File: src/rtl/adc_spi_reader.sv
// ADC front-end: paces conversions from a sample timer, drives CNV/SCK and captures 24-bit samples.
// Optional build macro ADC_TEST_PATTERN_EN replaces captured data with a 24-bit ramp.
module adc_spi_reader #(
    parameter int SAMPLE_PERIOD = 200,
    parameter int CONV_CYCLES   = 60,
    parameter int SCK_DIV       = 2,
    parameter int DATA_BITS     = 24
) (
    input  logic                 i_clk,
    input  logic                 i_rst,
    input  logic                 i_en,
    input  logic                 i_adc_sdo,
    output logic                 o_adc_cnv,
    output logic                 o_adc_sck,
    output logic [DATA_BITS-1:0] o_adc_data,
    output logic                 o_adc_valid,
    output logic                 o_busy,
    output logic                 o_overrun
);

    localparam int HALF_PHASES = 2 * DATA_BITS;
    localparam int CNT_MAX     = (CONV_CYCLES > SCK_DIV) ? CONV_CYCLES : SCK_DIV;
    localparam int CNT_W       = $clog2(CNT_MAX + 1);
    localparam int PH_W        = $clog2(HALF_PHASES);
    localparam int TMR_W       = (SAMPLE_PERIOD > 1) ? $clog2(SAMPLE_PERIOD) : 1;

    typedef enum logic [1:0] {
        S_IDLE,
        S_CONV,
        S_READ,
        S_DONE
    } state_t;

    state_t               r_state;
    state_t               w_state_nxt;
    logic [TMR_W-1:0]     r_timer;
    logic [CNT_W-1:0]     r_cnt;
    logic [PH_W-1:0]      r_phase;
    logic                 r_cnv;
    logic                 r_sck;
    logic                 r_valid;
    logic                 r_busy;
    logic [DATA_BITS-1:0] r_data;

    logic w_tick;
    logic w_conv_end;
    logic w_half_end;
    logic w_read_end;
    logic w_cnv_nxt;
    logic w_sck_nxt;
    logic w_valid_nxt;
    logic w_busy_nxt;
    logic w_overrun;

    // Sample timer: free-runs while enabled, parked at zero otherwise.
    always_ff @(posedge i_clk or negedge i_rst) begin
        if (!i_rst) begin
            r_timer <= '0;
        end else if (!i_en) begin
            r_timer <= '0;
        end else if (r_timer == TMR_W'(SAMPLE_PERIOD - 1)) begin
            r_timer <= '0;
        end else begin
            r_timer <= r_timer + 1'b1;
        end
    end

    assign w_tick     = (r_timer == '0) & i_en;
    assign w_conv_end = (r_cnt == CNT_W'(CONV_CYCLES - 1));
    assign w_half_end = (r_cnt == CNT_W'(SCK_DIV - 1));
    assign w_read_end = w_half_end && (r_phase == PH_W'(HALF_PHASES - 1));

    // State register
    always_ff @(posedge i_clk or negedge i_rst) begin
        if (!i_rst) begin
            r_state <= S_IDLE;
        end else begin
            r_state <= w_state_nxt;
        end
    end

    // Next-state logic
    always_comb begin
        w_state_nxt = r_state;
        case (r_state)
            S_IDLE:  if (w_tick) w_state_nxt = S_CONV;
            S_CONV:  if (w_conv_end) w_state_nxt = S_READ;
            S_READ:  if (w_read_end) w_state_nxt = S_DONE;
            S_DONE:  w_state_nxt = S_IDLE;
            default: w_state_nxt = S_IDLE;
        endcase
    end

    // Output logic: next values for the output flops, so the pins come straight from registers.
    always_comb begin
        w_cnv_nxt   = (w_state_nxt == S_CONV);
        w_busy_nxt  = (w_state_nxt != S_IDLE);
        w_valid_nxt = (w_state_nxt == S_DONE);
        w_sck_nxt   = 1'b0;
        if (w_state_nxt == S_READ) begin
            w_sck_nxt = (r_state == S_READ && w_half_end) ? ~r_sck : r_sck;
        end
        w_overrun   = w_tick & (r_state != S_IDLE);
    end

    // r_cnt times CONV, then the cycles within one SCK half-period; r_phase counts half-periods.
    always_ff @(posedge i_clk or negedge i_rst) begin
        if (!i_rst) begin
            r_cnt   <= '0;
            r_phase <= '0;
        end else begin
            if (w_state_nxt != r_state || r_state == S_IDLE || r_state == S_DONE) begin
                r_cnt <= '0;
            end else if (r_state == S_READ && w_half_end) begin
                r_cnt <= '0;
            end else begin
                r_cnt <= r_cnt + 1'b1;
            end

            if (r_state != S_READ) begin
                r_phase <= '0;
            end else if (w_half_end) begin
                r_phase <= r_phase + 1'b1;
            end
        end
    end

    always_ff @(posedge i_clk or negedge i_rst) begin
        if (!i_rst) begin
            r_cnv   <= 1'b0;
            r_sck   <= 1'b0;
            r_valid <= 1'b0;
            r_busy  <= 1'b0;
        end else begin
            r_cnv   <= w_cnv_nxt;
            r_sck   <= w_sck_nxt;
            r_valid <= w_valid_nxt;
            r_busy  <= w_busy_nxt;
        end
    end

`ifdef ADC_TEST_PATTERN_EN
    logic [DATA_BITS-1:0] r_ramp;
    logic                 w_unused_sdo;

    assign w_unused_sdo = i_adc_sdo;

    always_ff @(posedge i_clk or negedge i_rst) begin
        if (!i_rst) begin
            r_ramp <= '0;
            r_data <= '0;
        end else if (w_state_nxt == S_DONE) begin
            r_data <= r_ramp;
            r_ramp <= r_ramp + 1'b1;
        end
    end
`else
    logic [DATA_BITS-1:0] r_shift;

    // Sample SDO on the same edge that raises SCK; bits arrive MSB first.
    always_ff @(posedge i_clk or negedge i_rst) begin
        if (!i_rst) begin
            r_shift <= '0;
        end else if (w_sck_nxt && !r_sck) begin
            r_shift <= {r_shift[DATA_BITS-2:0], i_adc_sdo};
        end
    end

    always_ff @(posedge i_clk or negedge i_rst) begin
        if (!i_rst) begin
            r_data <= '0;
        end else if (w_state_nxt == S_DONE) begin
            r_data <= r_shift;
        end
    end
`endif

    assign o_adc_cnv   = r_cnv;
    assign o_adc_sck   = r_sck;
    assign o_adc_data  = r_data;
    assign o_adc_valid = r_valid;
    assign o_busy      = r_busy;
    // Flags the dropped tick in the very cycle it occurs.
    assign o_overrun   = w_overrun;

endmodule

File: config.mk
export PLATFORM = sky130hd
export DESIGN_NAME = adc_spi_reader
export DESIGN_NICKNAME = d
export VERILOG_FILES = /design/src/rtl/adc_spi_reader.sv
export SDC_FILE = /design/constraint.sdc
export NUM_CORES = 1
export LEC_CHECK = 0
export BUFFER_PORTS_ARGS = -buffer_cell sky130_fd_sc_hd__buf_2
export CORE_ASPECT_RATIO = 0.5
export CORE_MARGIN = 2
export CORE_UTILIZATION = 40
export DETAILED_ROUTE_END_ITERATION = 8
export PLACE_DENSITY_LB_ADDON = 0.15
export SLEW_MARGIN = 40
export SYNTH_ARGS = -nofsm -noshare
export SYNTH_HDL_FRONTEND = slang
export SYNTH_SLANG_ARGS = --single-unit
File: constraint.sdc
create_clock -name i_clk -period 2.4 [get_ports i_clk]
set_clock_uncertainty 0.05 [all_clocks]
set_input_delay 0.12 -clock i_clk [delete_from_list [all_inputs] [get_ports i_clk]]
set_output_delay 0.12 -clock i_clk [all_outputs]
set_load 0.01 [all_outputs]
==> impl_metrics.yaml <==
placed_design:
  place.detailed.hpwl_um: 3540
  io_buffers: 32
  place_area_sq_um: 3400
  gp_congestion: 0.827
die:
  die_width_um: 128
  dieArea_sq_um: 8450
  io_pins: 33
  rows: 22
  die_y_um: 66.0
  start_util_pct: 41.7
  core_area_sq_um: 7380
power_and_ir_drop:
  pwr-share-seq_pct: 50.1
  leakage_nw: 1.85
  ir_drop_mv: 0.285
  powerDensity_nw_per_um2: 666
  combPwrFrac_pct: 2.3
  p_sw_share_pct: 20.5
  clkPwrFrac_pct: 47.6
  p_switching_mw: 0.514
  p_int_mw: 2.00
clocking:
  cts_tree: "done"
  h-tree-depth: 3
  clk_pin_slew_ns: 0.05
  clock_sinks: 74
  cts-root-buf: "clkbuf_16"
  clk_path_buf_depth: 2
  clk-insertion-delay-late_ns: 0.33
  numCtsBuffers: 9
timing:
  fin_crit_ns: 2.40
  relSlewSlack_pct: 61.0
  finalCritPeriodShare_pct: 100
  setup_violations: 0
  hold_viol: 0
  rsz0062_at_grt: "yes"
  fmax_mhz: 417
  final-max-slew-violation-count: 0
  worst_slew_pin_slew_ns: 0.586
  hold_ws_ns: 0.287
synthesis:
  syn_area_sq_um: 3080
  ys_ff_latch: 74
  syn_nets: 240
  synth_warnings: 0
  synth_cell_types: 31
  ys_seq_area_share_pct: 60.2
  avgSynthCellArea_sq_um: 13.3
  synth-edff-count: 0
  synthCells: 231
  synthFlopType: "dfrtp_1"
  async_flop_share_pct: 100
setup_path:
  end_kind: "register"
  worstPathCellList: "inv_1 > ha_2 > or4b_4 > or2_4 > a2111oi_4 > buf_4 > clkbuf_16 > mux2_2"
  critical_path_class: "register to register"
  arrival_ns: 2.56
  crit_family: "simple AND/OR/NAND/NOR gates"
  r2r_slack_ns: 0.001
  worstPathRequired_ns: 2.56
  slowest_delay_ns: 0.48
  cp_slowest_cell: "or4b_4"
  critPathBufInv: 3
  cp-start-kind: "register"
  cp_max_fo: 12
min_path:
  hold_class: "input port to async pin"
final_layout:
  syn2layout_area_growth_pct: 22.5
  nets: 291
  final_cell_mix: "74 x dfrtp_1, 42 x mux2_2, 32 x buf_2, 20 x nor2_1, 13 x nand2_1"
  drive_gt1_share_pct: 39.0
  antenna_cells: 0
  multi_input_area_sq_um: 1190
  regArea_sq_um: 1850
  fin_area_sq_um: 3770
  final_common_cell: "dfrtp_1"
  final.fill_count: 636
global_routing:
  grt_first_pass_wirelength_um: 9070
  grt_util_met3_pct: 5.74
  busiest_layer: "met2"
  grt_use_met1_pct: 18.2
  globalRouteTotalUtil_pct: 14.4
  grt_max_degree: 51
  grtUsageMet2_pct: 21.7
  antenna_found_initial: 0
  grt_pass1_vias: 1876
  grt-ovfl-total: 0
routing:
  via_count: 1909
  drt-initial-drc-count: 82
  routed_wl_um: 5520
  drc: 0
  postRouteAntennaNets: 0
  first_pass_iters: 4
  post_drt_via_cell_ratio: 4.98
  wl_per_cell_um: 14.4
outcome:
  status: "finished, final reports clean"
flow_run:
  cap_violations: 0
[registers in the layout, indices dropped and copies added (netlist names)]
register,cells
o_adc_data,24
r_shift,24
r_timer,8
r_cnt,6
r_phase,6
r_state,2
o_adc_cnv,1
o_adc_sck,1
o_adc_valid,1
o_busy,1
[metrics by stage]
step | worst slack (ns) | power (mW) | cells | setup TNS (ns) | utilization, %
2_1_floorplan | 0.0202 | 1.29 | 231 | 0 | -
3_3_place_gp | 0.0929 | 1.33 | 361 | 0 | 46.1
3_5_place_dp | 0.0415 | 1.34 | 361 | 0 | 46.1
4_1_cts | 0.0247 | 2.56 | 380 | 0 | 50.1
5_1_grt | -0.0869 | 2.63 | 383 | -1.77 | 51.1
6_report | 0.00101 | 2.51 | 383 | 0 | 51.1
[power groups by stage]
stage	Clock, mW	Sequential (mW)	Combinational [mW]
floorplan	0	1.28	0.0162
global placement	0	1.28	0.0548
detailed placement	0	1.28	0.0560
CTS	1.24	1.26	0.0599
global route	1.30	1.26	0.0684
finish	1.19	1.26	0.0587
[metal layers]
layer  share of wire (%)  wire length [um]
met1                  48              2660
met3                 3.7               205
met2                  47              2580
met4                 1.4                79
met5                   0                 0
[logic make-up (layout without fill, tap and decap cells)]
group	after synthesis	count (layout)	share of synthesized area (%)
xor+xnor	12	12	3.42
buf+inv	11	67	2.07
mux	48	48	17.6
simple gates	68	68	11.3
compound gates	13	13	3.38
fa+ha+maj	5	5	2.03
flops	74	74	60.2
[final timing paths]
kind / startpoint / end / depth (start not counted)
worst min register to register: r_timer[0]$_DFF_PN0_ / r_timer[0]$_DFF_PN0_ / 1
min in group i_clk: r_timer[0]$_DFF_PN0_ / r_timer[0]$_DFF_PN0_ / 1
worst max-delay path: r_cnt[1]$_DFF_PN0_ / r_shift[6]$_DFFE_PN0P_ / 8
worst max register to register: r_cnt[1]$_DFF_PN0_ / r_shift[6]$_DFFE_PN0P_ / 8
worst min-delay path: i_rst / r_cnt[3]$_DFF_PN0_ / 2
max in group asynchronous: i_rst / o_adc_data[18]$_DFFE_PN0P_ / 3
[repair_timing]
action                                  4_1_cts  5_1_grt
setup buffers                                 0        2
endpoints found under the hold margin        26        0
gates resized for setup                       0        8
hold buffers                                  3        0
endpoints found under the setup margin        0       25
[cell usage after synthesis (all sizes together), types with 4 or more instances]
cell type,number,area (sq um)
dfrtp,74,1850
mux2,48,541
nor2,20,75.1
nand2,13,48.8
xnor2,8,70.1
nand3,7,35.0
ha,5,62.6
nor3,5,25.0
a21oi,4,20.0
clkbuf,4,15.0
inv,4,15.0
nor4,4,25.0
xor2,4,35.0
[final cells by class]
class                      instances  area share, %
sequential                        74           49.2
multi-input combinational        146           31.6
inverter                           4          0.399
clock buffer                      13           6.64
clock inverter                     3          0.399
tap                               96           3.19
timing repair buffer              47           8.57
(Power assumes the default switching activity.)
